$ cat config.mk
export PLATFORM = sky130hd
export DESIGN_NAME = display_arbiter
export DESIGN_NICKNAME = d
export VERILOG_FILES = /design/src/rtl/display_pkg.sv /design/src/rtl/arb_dwell_timer.sv /design/src/rtl/display_arbiter.sv
export SDC_FILE = /design/constraint.sdc
export NUM_CORES = 1
export LEC_CHECK = 0
export ABC_AREA = 1
export CORE_MARGIN = 1.5
export CORE_UTILIZATION = 45
export CTS_BUF_LIST = sky130_fd_sc_hd__clkbuf_4
export DETAILED_ROUTE_END_ITERATION = 8
export PLACE_DENSITY = 0.72
export SYNTH_ARGS = -nofsm -noshare
export SYNTH_HDL_FRONTEND = slang
export SYNTH_SLANG_ARGS = --single-unit
$ cat constraint.sdc
create_clock -name clk -period 3.8 [get_ports clk]
set_input_delay 0.76 -clock clk [delete_from_list [all_inputs] [get_ports clk]]
set_output_delay 0.76 -clock clk [all_outputs]
set_load 0.05 [all_outputs]
$ cat src/rtl/display_pkg.sv
// Shared types and constants for the seven-segment display arbiter.
package display_pkg;

    typedef enum logic [1:0] {
        IDLE  = 2'd0,
        OWN_A = 2'd1,
        OWN_B = 2'd2
    } arb_state_t;

    localparam int BCD_W      = 4;
    localparam int NUM_DIGITS = 4;
    localparam int DATA_W     = BCD_W * NUM_DIGITS;

    // The requester that is not the current owner; IDLE maps to IDLE.
    function automatic arb_state_t other_owner(input arb_state_t s);
        case (s)
            OWN_A:   return OWN_B;
            OWN_B:   return OWN_A;
            default: return IDLE;
        endcase
    endfunction

endpackage

$ cat src/rtl/arb_dwell_timer.sv
// Saturating up-counter: clears to 0, counts while enabled, stops at LIMIT-1.
// done is combinational from the count register (asserted on the LIMIT-th cycle after a clear).
module arb_dwell_timer #(
    parameter int unsigned LIMIT = 4
) (
    input  logic clk,
    input  logic rst,
    input  logic clr,
    input  logic en,
    output logic done
);

    localparam int CW = (LIMIT > 1) ? $clog2(LIMIT) : 1;
    localparam logic [CW-1:0] LAST = CW'(LIMIT - 1);

    logic [CW-1:0] count;

    always_ff @(posedge clk or posedge rst) begin
        if (rst) begin
            count <= '0;
        end else if (clr) begin
            count <= '0;
        end else if (en && (count != LAST)) begin
            count <= count + 1'b1;
        end
    end

    assign done = (count == LAST);

endmodule

$ cat src/rtl/display_arbiter.sv
// Two-requester arbiter for the four-digit display: dwell-protected fair grant, registered digits/blank, 1-cycle latency.
// Optional owner blink compiled in with DISPLAY_ARB_BLINK_EN (adds blink_a/blink_b ports and BLINK_HALF).
module display_arbiter
    import display_pkg::*;
#(
    parameter int unsigned DWELL_CYCLES = 50_000_000
`ifdef DISPLAY_ARB_BLINK_EN
    ,
    parameter int unsigned BLINK_HALF   = 12_500_000
`endif
) (
    input  logic              clk,
    input  logic              rst,
    input  logic              req_a,
    input  logic              req_b,
    input  logic [DATA_W-1:0] data_a,
    input  logic [DATA_W-1:0] data_b,
`ifdef DISPLAY_ARB_BLINK_EN
    input  logic              blink_a,
    input  logic              blink_b,
`endif
    output logic              gnt_a,
    output logic              gnt_b,
    output logic [BCD_W-1:0]  digit3,
    output logic [BCD_W-1:0]  digit2,
    output logic [BCD_W-1:0]  digit1,
    output logic [BCD_W-1:0]  digit0,
    output logic              blank
);

    arb_state_t        state;
    arb_state_t        next_state;
    logic              rr_b;          // round-robin pointer: 1 favours B
    logic              dwell_done;
    logic              own_change;
    logic              new_grant;
    logic              blank_nx;
    logic [DATA_W-1:0] digits_q;

    always_comb begin
        next_state = state;
        case (state)
            IDLE: begin
                if (req_a && req_b) begin
                    next_state = rr_b ? OWN_B : OWN_A;
                end else if (req_a) begin
                    next_state = OWN_A;
                end else if (req_b) begin
                    next_state = OWN_B;
                end
            end
            OWN_A: begin
                if (!req_a) begin
                    next_state = req_b ? other_owner(state) : IDLE;
                end else if (dwell_done && req_b) begin
                    next_state = other_owner(state);
                end
            end
            OWN_B: begin
                if (!req_b) begin
                    next_state = req_a ? other_owner(state) : IDLE;
                end else if (dwell_done && req_a) begin
                    next_state = other_owner(state);
                end
            end
            default: next_state = IDLE;
        endcase
    end

    assign own_change = (next_state != state);
    assign new_grant  = own_change && (next_state != IDLE);

    arb_dwell_timer #(.LIMIT(DWELL_CYCLES)) u_dwell (
        .clk  (clk),
        .rst  (rst),
        .clr  (own_change),
        .en   (state != IDLE),
        .done (dwell_done)
    );

`ifdef DISPLAY_ARB_BLINK_EN
    logic blink_done;
    logic blink_phase;
    logic blink_phase_nx;
    logic owner_blink_nx;

    // Half-period timer wraps itself on done; each wrap flips the phase.
    arb_dwell_timer #(.LIMIT(BLINK_HALF)) u_blink (
        .clk  (clk),
        .rst  (rst),
        .clr  (own_change || blink_done),
        .en   (state != IDLE),
        .done (blink_done)
    );

    always_comb begin
        blink_phase_nx = blink_phase;
        if (own_change) begin
            blink_phase_nx = 1'b0;
        end else if (blink_done && (state != IDLE)) begin
            blink_phase_nx = ~blink_phase;
        end
        owner_blink_nx = ((next_state == OWN_A) && blink_a) ||
                         ((next_state == OWN_B) && blink_b);
        blank_nx       = (next_state == IDLE) || (owner_blink_nx && blink_phase_nx);
    end

    always_ff @(posedge clk or posedge rst) begin
        if (rst) begin
            blink_phase <= 1'b0;
        end else begin
            blink_phase <= blink_phase_nx;
        end
    end
`else
    assign blank_nx = (next_state == IDLE);
`endif

    always_ff @(posedge clk or posedge rst) begin
        if (rst) begin
            state    <= IDLE;
            rr_b     <= 1'b0;
            digits_q <= '0;
            blank    <= 1'b1;
        end else begin
            state <= next_state;
            blank <= blank_nx;
            if (new_grant) begin
                rr_b <= (next_state == OWN_A);
            end
            if (next_state == OWN_A) begin
                digits_q <= data_a;
            end else if (next_state == OWN_B) begin
                digits_q <= data_b;
            end
        end
    end

    assign gnt_a  = (state == OWN_A);
    assign gnt_b  = (state == OWN_B);
    assign digit3 = digits_q[4*BCD_W-1:3*BCD_W];
    assign digit2 = digits_q[3*BCD_W-1:2*BCD_W];
    assign digit1 = digits_q[2*BCD_W-1:BCD_W];
    assign digit0 = digits_q[BCD_W-1:0];

endmodule
==> flow_summary_export.csv, run 1 <==
group,metric,value,unit
clock_tree,clock_path_buffers,2,
clock_tree,clkLatencyLatePin,0.36,ns
timing,rsz0062_at_grt,"no",
route,wl,5370,um
global_routing,grt_pass1_wl,9563,um
floorplanning,initial_core_util,47.04,%
global_routing,antenna_found_initial,0,
route,routedWlPerCell,11.75,um
route,wl_met2,2601,um
layout,diodes,0,
timing,max_slew.worst_pin.slew,0.9472,ns
critical_path,crit_required,3.04,ns
floorplanning,die_y,79.10,um
timing,fmax,385.3,MHz
timing,slew_headroom,36.76,%
critical_path,cpMaxStageDelayCell,"clkdlybuf4s50_1",
logic_synthesis,yosys.area_share.simple,36.20,%
timing,finClkSkew,0.01028,ns
floorplanning,die_area,6257,um^2
critical_path,cpPeakStageDelay,0.81,ns
critical_path,cp.arrival,1.84,ns
timing,fin_crit_sh,68.30,%
power_and_ir_drop,swShare,49.47,%
logic_synthesis,synth-seq-cells,46,
hold_path,hp-class,"flop to flop",
critical_path,worstSetupPathType,"flop to output pin",
critical_path,reg2reg_from,"u_dwell.count[0]",
critical_path,critical_path.cell_chain,"inv_1 > nor2_1 > clkdlybuf4s50_1",
logic_synthesis,synth_area,2606,um^2
power_and_ir_drop,intPower,1.200,mW
clock_tree,ctsRootBufferMaster,"clkbuf_4",
floorplanning,fp-row-count,27,
logic_synthesis,syn_nets,370,
route,met3_length,368,um
power_and_ir_drop,pwr-share-clk,13.0,%
logic_synthesis,synthAdderAreaFrac,1.440,%
placement,portBuffers,54,
layout,syn_to_final_growth,25.20,%
logic_synthesis,ys.warnings.count,0,
flow_run,maxCapViolations,0,
timing,fin_crit,2.595,ns
logic_synthesis,synth_top_family_by_area,"simple AND/OR/NAND/NOR gates",
layout,nets,423,
logic_synthesis,syn-mean-instance-area,7.874,um^2
clock_tree,holdBufCountCts,0,
global_routing,grt_overflow,0,
clock_tree,clkTransAtPathRegs,0.14,ns
logic_synthesis,synthXorXnorAreaFrac,5.713,%
power_and_ir_drop,pwr-share-comb,57.9,%
timing,finalHoldViolCount,0,
clock_tree,h-tree-depth,2,
placement,finalWeightedCongestion,0.8596,
power_and_ir_drop,power.switching,1.175,mW
global_routing,track_usage,19.28,%
logic_synthesis,synthMuxAreaShare,0,%
critical_path,end_kind,"output pin",
power_and_ir_drop,power,2.375,mW
floorplanning,io_pins,55,
power_and_ir_drop,ir_drop,495.0,uV
critical_path,startpoint,"state[0]",
logic_synthesis,synth_cells,331,
floorplanning,die_w,79.10,um
logic_synthesis,yosysSeqAreaShare,44.22,%
route,postRouteAntennaNets,0,
route,drtIter0Drc,82,
route,viasPerCell,4.882,
clock_tree,cts_buffers,5,
placement,dp_hpwl,3874,um
floorplanning,core-area,5540,um^2
clock_tree,cts_setup_buffers,0,
layout,drive_gt1_share,11.17,%
logic_synthesis,synth_compound_gate_area_share,5.089,%
run_status,status,"completed",
hold_path,min_from,"rr_b",
global_routing,grt_pass1_vias,2196,
route,vias,2231,
clock_tree,cts_tree,"built",
route,firstDrtPassIters,4,
layout,nFillCells,525,
clock_tree,cts_resized,0,
route,drc,0,
power_and_ir_drop,pwr-share-seq,29.1,%
timing,finalSetupViolations,0,
critical_path,start_kind,"flop",
timing,fin_setup_tns,0,ns
logic_synthesis,ys_types,28,
layout,finish.utilization,58.90,%
route,m1WireLength,2342,um
power_and_ir_drop,leakage,1.409,nW
timing,slew_viol_final,0,
route,top_layer,"met4",
critical_path,cp_max_fo,6,
global_routing,grt_max_degree,47,
clock_tree,cts_sinks,46,
power_and_ir_drop,powerDensity,727.9,nW/um^2
[synthesized netlist by cell type, drive strengths merged]
master | number | area, um^2
a21oi | 2 | 10.01
a31oi | 16 | 100.1
and2 | 1 | 8.760
buf | 4 | 48.79
clkbuf | 6 | 22.52
dfrtp | 45 | 1126
dfstp | 1 | 26.28
ha | 3 | 37.54
inv | 32 | 120.1
nand2 | 92 | 370.3
nand3 | 21 | 120.1
nand4 | 6 | 37.54
nor2 | 69 | 329.1
nor3 | 11 | 71.32
nor4 | 1 | 6.260
o211ai | 1 | 7.510
o21ai | 3 | 15.01
xnor2 | 5 | 43.79
xor2 | 12 | 105.1
[area by class of cell]
| class | instances | area (um^2) | share of cell area, % |
|---|---|---|---|
| repair buffers | 56 | 555.5 | 17.02 |
| clock buffers | 6 | 45.04 | 1.380 |
| clock inverters | 2 | 37.54 | 1.150 |
| inverters | 32 | 120.1 | 3.681 |
| flip-flops and latches | 46 | 1152 | 35.31 |
| multi-input cells | 243 | 1262 | 38.69 |
| well taps | 72 | 90.09 | 2.761 |
[registers in the layout (all words and copies together) (netlist names)]
signal and flops:
state 2, digits_q 16, blank 1, rr_b 1
u_dwell.count 26
[layout by cell type, fill, tap and decap left out, types with 3 or more instances in the layout]
cell / n
a31oi_1: 16
clkbuf_4: 6
clkdlybuf4s50_1: 54
dfrtp_1: 45
ha_1: 3
inv_1: 28
inv_2: 4
nand2_1: 86
nand2_2: 4
nand3_1: 18
nand3_2: 3
nand4_1: 6
nor2_1: 53
nor2_2: 10
nor2_4: 6
nor3_1: 9
o21ai_0: 3
xnor2_1: 5
xor2_1: 12
[critical path, delay by kind of cell (launching register included)]
family | cells | cell delay (ns)
flip-flops | 1 | 0.46
buffers and inverters | 2 | 0.92
AND/OR/NAND/NOR | 1 | 0.10
[path summary, 6_finish.rpt]
kind / endpoint / slack, ns / cells after the start
worst min-delay path: rr_b / 0.54 / 2
worst min register to register: rr_b / 0.54 / 2
min in group asynchronous: digits_q[10] / 0.91 / 2
worst max-delay path: gnt_a / 1.20 / 3
max in group asynchronous: u_dwell.count[2] / 2.30 / 2
worst max register to register: digits_q[5] / 1.22 / 13
[per-layer routing]
layer	vias up	global-route usage [%]
met2	52	33.08
met4	0	5.088
met5	-	0
met3	7	7.011
met1	1023	22.75
li1	1149	-
[power by group through the flow]
stage | Sequential, mW | Clock, mW | Combinational, mW
2_1_floorplan | 1.02 | 0 | 0.742
3_3_place_gp | 0.703 | 0 | 1.37
3_5_place_dp | 0.698 | 0 | 1.39
4_1_cts | 0.692 | 0.318 | 1.39
5_1_grt | 0.705 | 0.342 | 1.51
6_report | 0.692 | 0.309 | 1.37
[logic make-up after synthesis]
logic type               count (synthesis)
AO/OA/AOI/OAI                           22
XOR/XNOR                                17
adder cells (fa/ha/maj)                  3
buffers and inverters                   42
flip-flops                              46
AND/OR/NAND/NOR                        201
[per-stage QoR]
step	worst slack, ns	instance area (um^2)	std cells	hold slack, ns
after CTS	1.186	3263	457	0.5438
after floorplan	1.533	2606	331	0.4623
after global placement	0.9804	3181	449	0.4999
after detailed placement	0.8983	3181	449	0.5101
final	1.205	3263	457	0.5387
after global routing	0.9070	3263	457	0.5707
Power figures use the tool's default switching activity.
==> inputs of run 2 (changes only) <==
--- a/config.mk
+++ b/config.mk
@@ -10,7 +10,7 @@
 export CORE_UTILIZATION = 45
 export CTS_BUF_LIST = sky130_fd_sc_hd__clkbuf_4
 export DETAILED_ROUTE_END_ITERATION = 8
-export PLACE_DENSITY = 0.72
+export PLACE_DENSITY = 0.75
 export SYNTH_ARGS = -nofsm -noshare
 export SYNTH_HDL_FRONTEND = slang
 export SYNTH_SLANG_ARGS = --single-unit
==> constraint.sdc (replaced) <==
create_clock -name clk -period 2.15 [get_ports clk]
set_input_delay 0.43 -clock clk [delete_from_list [all_inputs] [get_ports clk]]
set_output_delay 0.43 -clock clk [all_outputs]
set_load 0.05 [all_outputs]
==> flow_summary_export.csv, run 2 (synthesis gave the netlist of run 1 again) <==
group,metric,value,unit
layout,nFillCells,464,
power_and_ir_drop,pwr-share-seq,23.8,%
power_and_ir_drop,powerDensity,1424,nW/um^2
timing,max_slew.worst_pin.slew,0.5180,ns
run_status,status,"completed",
timing,fmax,470.8,MHz
timing,rsz0062_at_grt,"yes",
floorplanning,initial_core_util,47.04,%
floorplanning,io_pins,55,
placement,portBuffers,54,
clock_tree,holdBufCountCts,0,
critical_path,start_kind,"flop",
floorplanning,fp-row-count,27,
power_and_ir_drop,power.switching,2.433,mW
layout,syn_to_final_growth,42.34,%
layout,drive_gt1_share,24.58,%
timing,whs,0.3397,ns
critical_path,crit_path_frequent_cell,"nand2_2",
timing,fin_crit,2.124,ns
power_and_ir_drop,pwr-share-clk,10.0,%
global_routing,grt_overflow,0,
clock_tree,clock_path_buffers,2,
power_and_ir_drop,intPower,2.850,mW
layout,reg_top3,"u_dwell.count (26), digits_q (16), state (2)",
clock_tree,cts_sinks,46,
route,vias,2408,
layout,largest-register,"u_dwell.count",
floorplanning,die_w,79.10,um
critical_path,critical_path.cell_chain,"ha_2 > nand2_2 > nor2_4 > nand2_2 > nor2_4 > nand3_2 > nand2_1 > nand2_2 > nand3_2 > inv_2 > ha_4 > clkbuf_16 > nor2_2 > a31oi_1",
layout,largest_reg_flops,26,
critical_path,worstSetupPathType,"flop to flop",
route,drc,0,
global_routing,track_usage,20.74,%
timing,setup_slack,0.02599,ns
critical_path,cp_max_fo,8,
timing,slew_headroom,65.36,%
timing,finClkSkew,0.008067,ns
global_routing,grt_pass1_vias,2335,
global_routing,grt_pass1_wl,10260,um
global_routing,antenna_found_initial,0,
timing,finalHoldViolCount,0,
critical_path,cpPeakStageDelay,0.38,ns
route,viasPerCell,4.945,
route,wl,6168,um
layout,diodes,0,
critical_path,end_kind,"flop",
placement,dp_slack,-0.1521,ns
power_and_ir_drop,pwr-share-comb,66.1,%
critical_path,cpMaxStageDelayCell,"dfrtp_1",
critical_path,cp.arrival,2.41,ns
route,firstDrtPassIters,4,
route,drtIter0Drc,98,
power_and_ir_drop,leakage,1.617,nW
floorplanning,die_area,6257,um^2
route,postRouteAntennaNets,0,
power_and_ir_drop,swShare,46.06,%
flow_run,maxCapViolations,0,
clock_tree,clkTransAtPathRegs,0.13,ns
clock_tree,cts_tree,"built",
clock_tree,ctsRootBufferMaster,"clkbuf_4",
clock_tree,clkLatencyLatePin,0.35,ns
critical_path,crit_required,2.43,ns
clock_tree,h-tree-depth,2,
power_and_ir_drop,ir_drop,1384,uV
floorplanning,die_y,79.10,um
clock_tree,cts_buffers,5,
route,routedWlPerCell,12.67,um
floorplanning,core-area,5540,um^2
power_and_ir_drop,power,5.283,mW
layout,final_common_cell,"nand2_1",
timing,slew_viol_final,0,
placement,finalWeightedCongestion,0.8327,
layout,nets,453,
global_routing,grt_max_degree,21,
layout,finish.utilization,66.96,%
layout,final_cell_mix,"81 x nand2_1, 51 x clkdlybuf4s50_1, 45 x dfrtp_1",
hold_path,hp-class,"input port to asynchronous set/reset pin",
placement,dp_hpwl,4317,um
timing,fin_crit_sh,98.79,%
timing,finalSetupViolations,0,
-- run 2: cell count changes in the layout (fill, tap and decap cells not counted), sizes merged --
cell,delta
buf,+31
clkdlybuf4s50,-3
clkbuf,+1
dlygate4sd2,+1
-- run 2: stage by stage --
step	instances	cell area, um^2	TNS, ns
global route	487	3710	-1.268
global placement	468	3368	-0.8855
floorplan	331	2610	0
CTS	482	3590	0
detailed placement	468	3368	-2.044
finish	487	3710	0
-- run 2: final timing paths --
path | slack (ns) | to | cells after the start | startpoint
max in group asynchronous | 1.23 | u_dwell.count[8] | 3 | rst
max | 0.03 | digits_q[15] | 14 | u_dwell.count[0]
min | 0.34 | u_dwell.count[20] | 2 | rst
min reg2reg | 0.55 | rr_b | 2 | rr_b
max reg2reg | 0.03 | digits_q[15] | 14 | u_dwell.count[0]
min in group clk | 0.55 | rr_b | 2 | rr_b
-- run 2: layer usage --
layer	track usage (%)	share of wire [%]	vias up
met5	0	0	-
met4	6.842	1.3	0
met3	4.598	5.5	8
met2	37.01	51	71
met1	24.56	42	1120
li1	-	-	1209
-- run 2: final cells by class --
class / count / area, um^2 / share of cell area (%)
Timing Repair Buffer: 86 / 869.6 / 23.44
Clock inverter: 2 / 37.54 / 1.012
Inverter: 32 / 120.1 / 3.238
Multi-Input combinational cell: 243 / 1395 / 37.61
Sequential cell: 46 / 1152 / 31.06
Clock buffer: 6 / 45.04 / 1.214
Tap cell: 72 / 90.09 / 2.428
-- run 2: critical path, delay by kind of cell (launching register included) --
family	cells	cell delay (ns)
DFF	1	0.38
AOI/OAI and AO/OA	1	0.14
and+or+nand+nor	9	0.77
adders and majority gates	2	0.51
buffers and inverters	2	0.25
-- run 2: timing repair --
| item | in CTS | in global routing |
|---|---|---|
| cloned | 1 | 1 |
| buffers inserted | 5 | 4 |
| pin swaps | 4 | 8 |
| setup endpoints to repair | 17 | 17 |
| gates resized for setup | 20 | 18 |
-- run 2: power by group through the flow --
| stage | Sequential [mW] | Combinational [mW] | Clock, mW |
|---|---|---|---|
| finish | 1.26 | 3.49 | 0.531 |
| global route | 1.28 | 3.73 | 0.591 |
| CTS | 1.23 | 3.18 | 0.547 |
| detailed placement | 1.24 | 2.83 | 0 |
| global placement | 1.24 | 2.78 | 0 |
| floorplan | 1.80 | 1.32 | 0 |
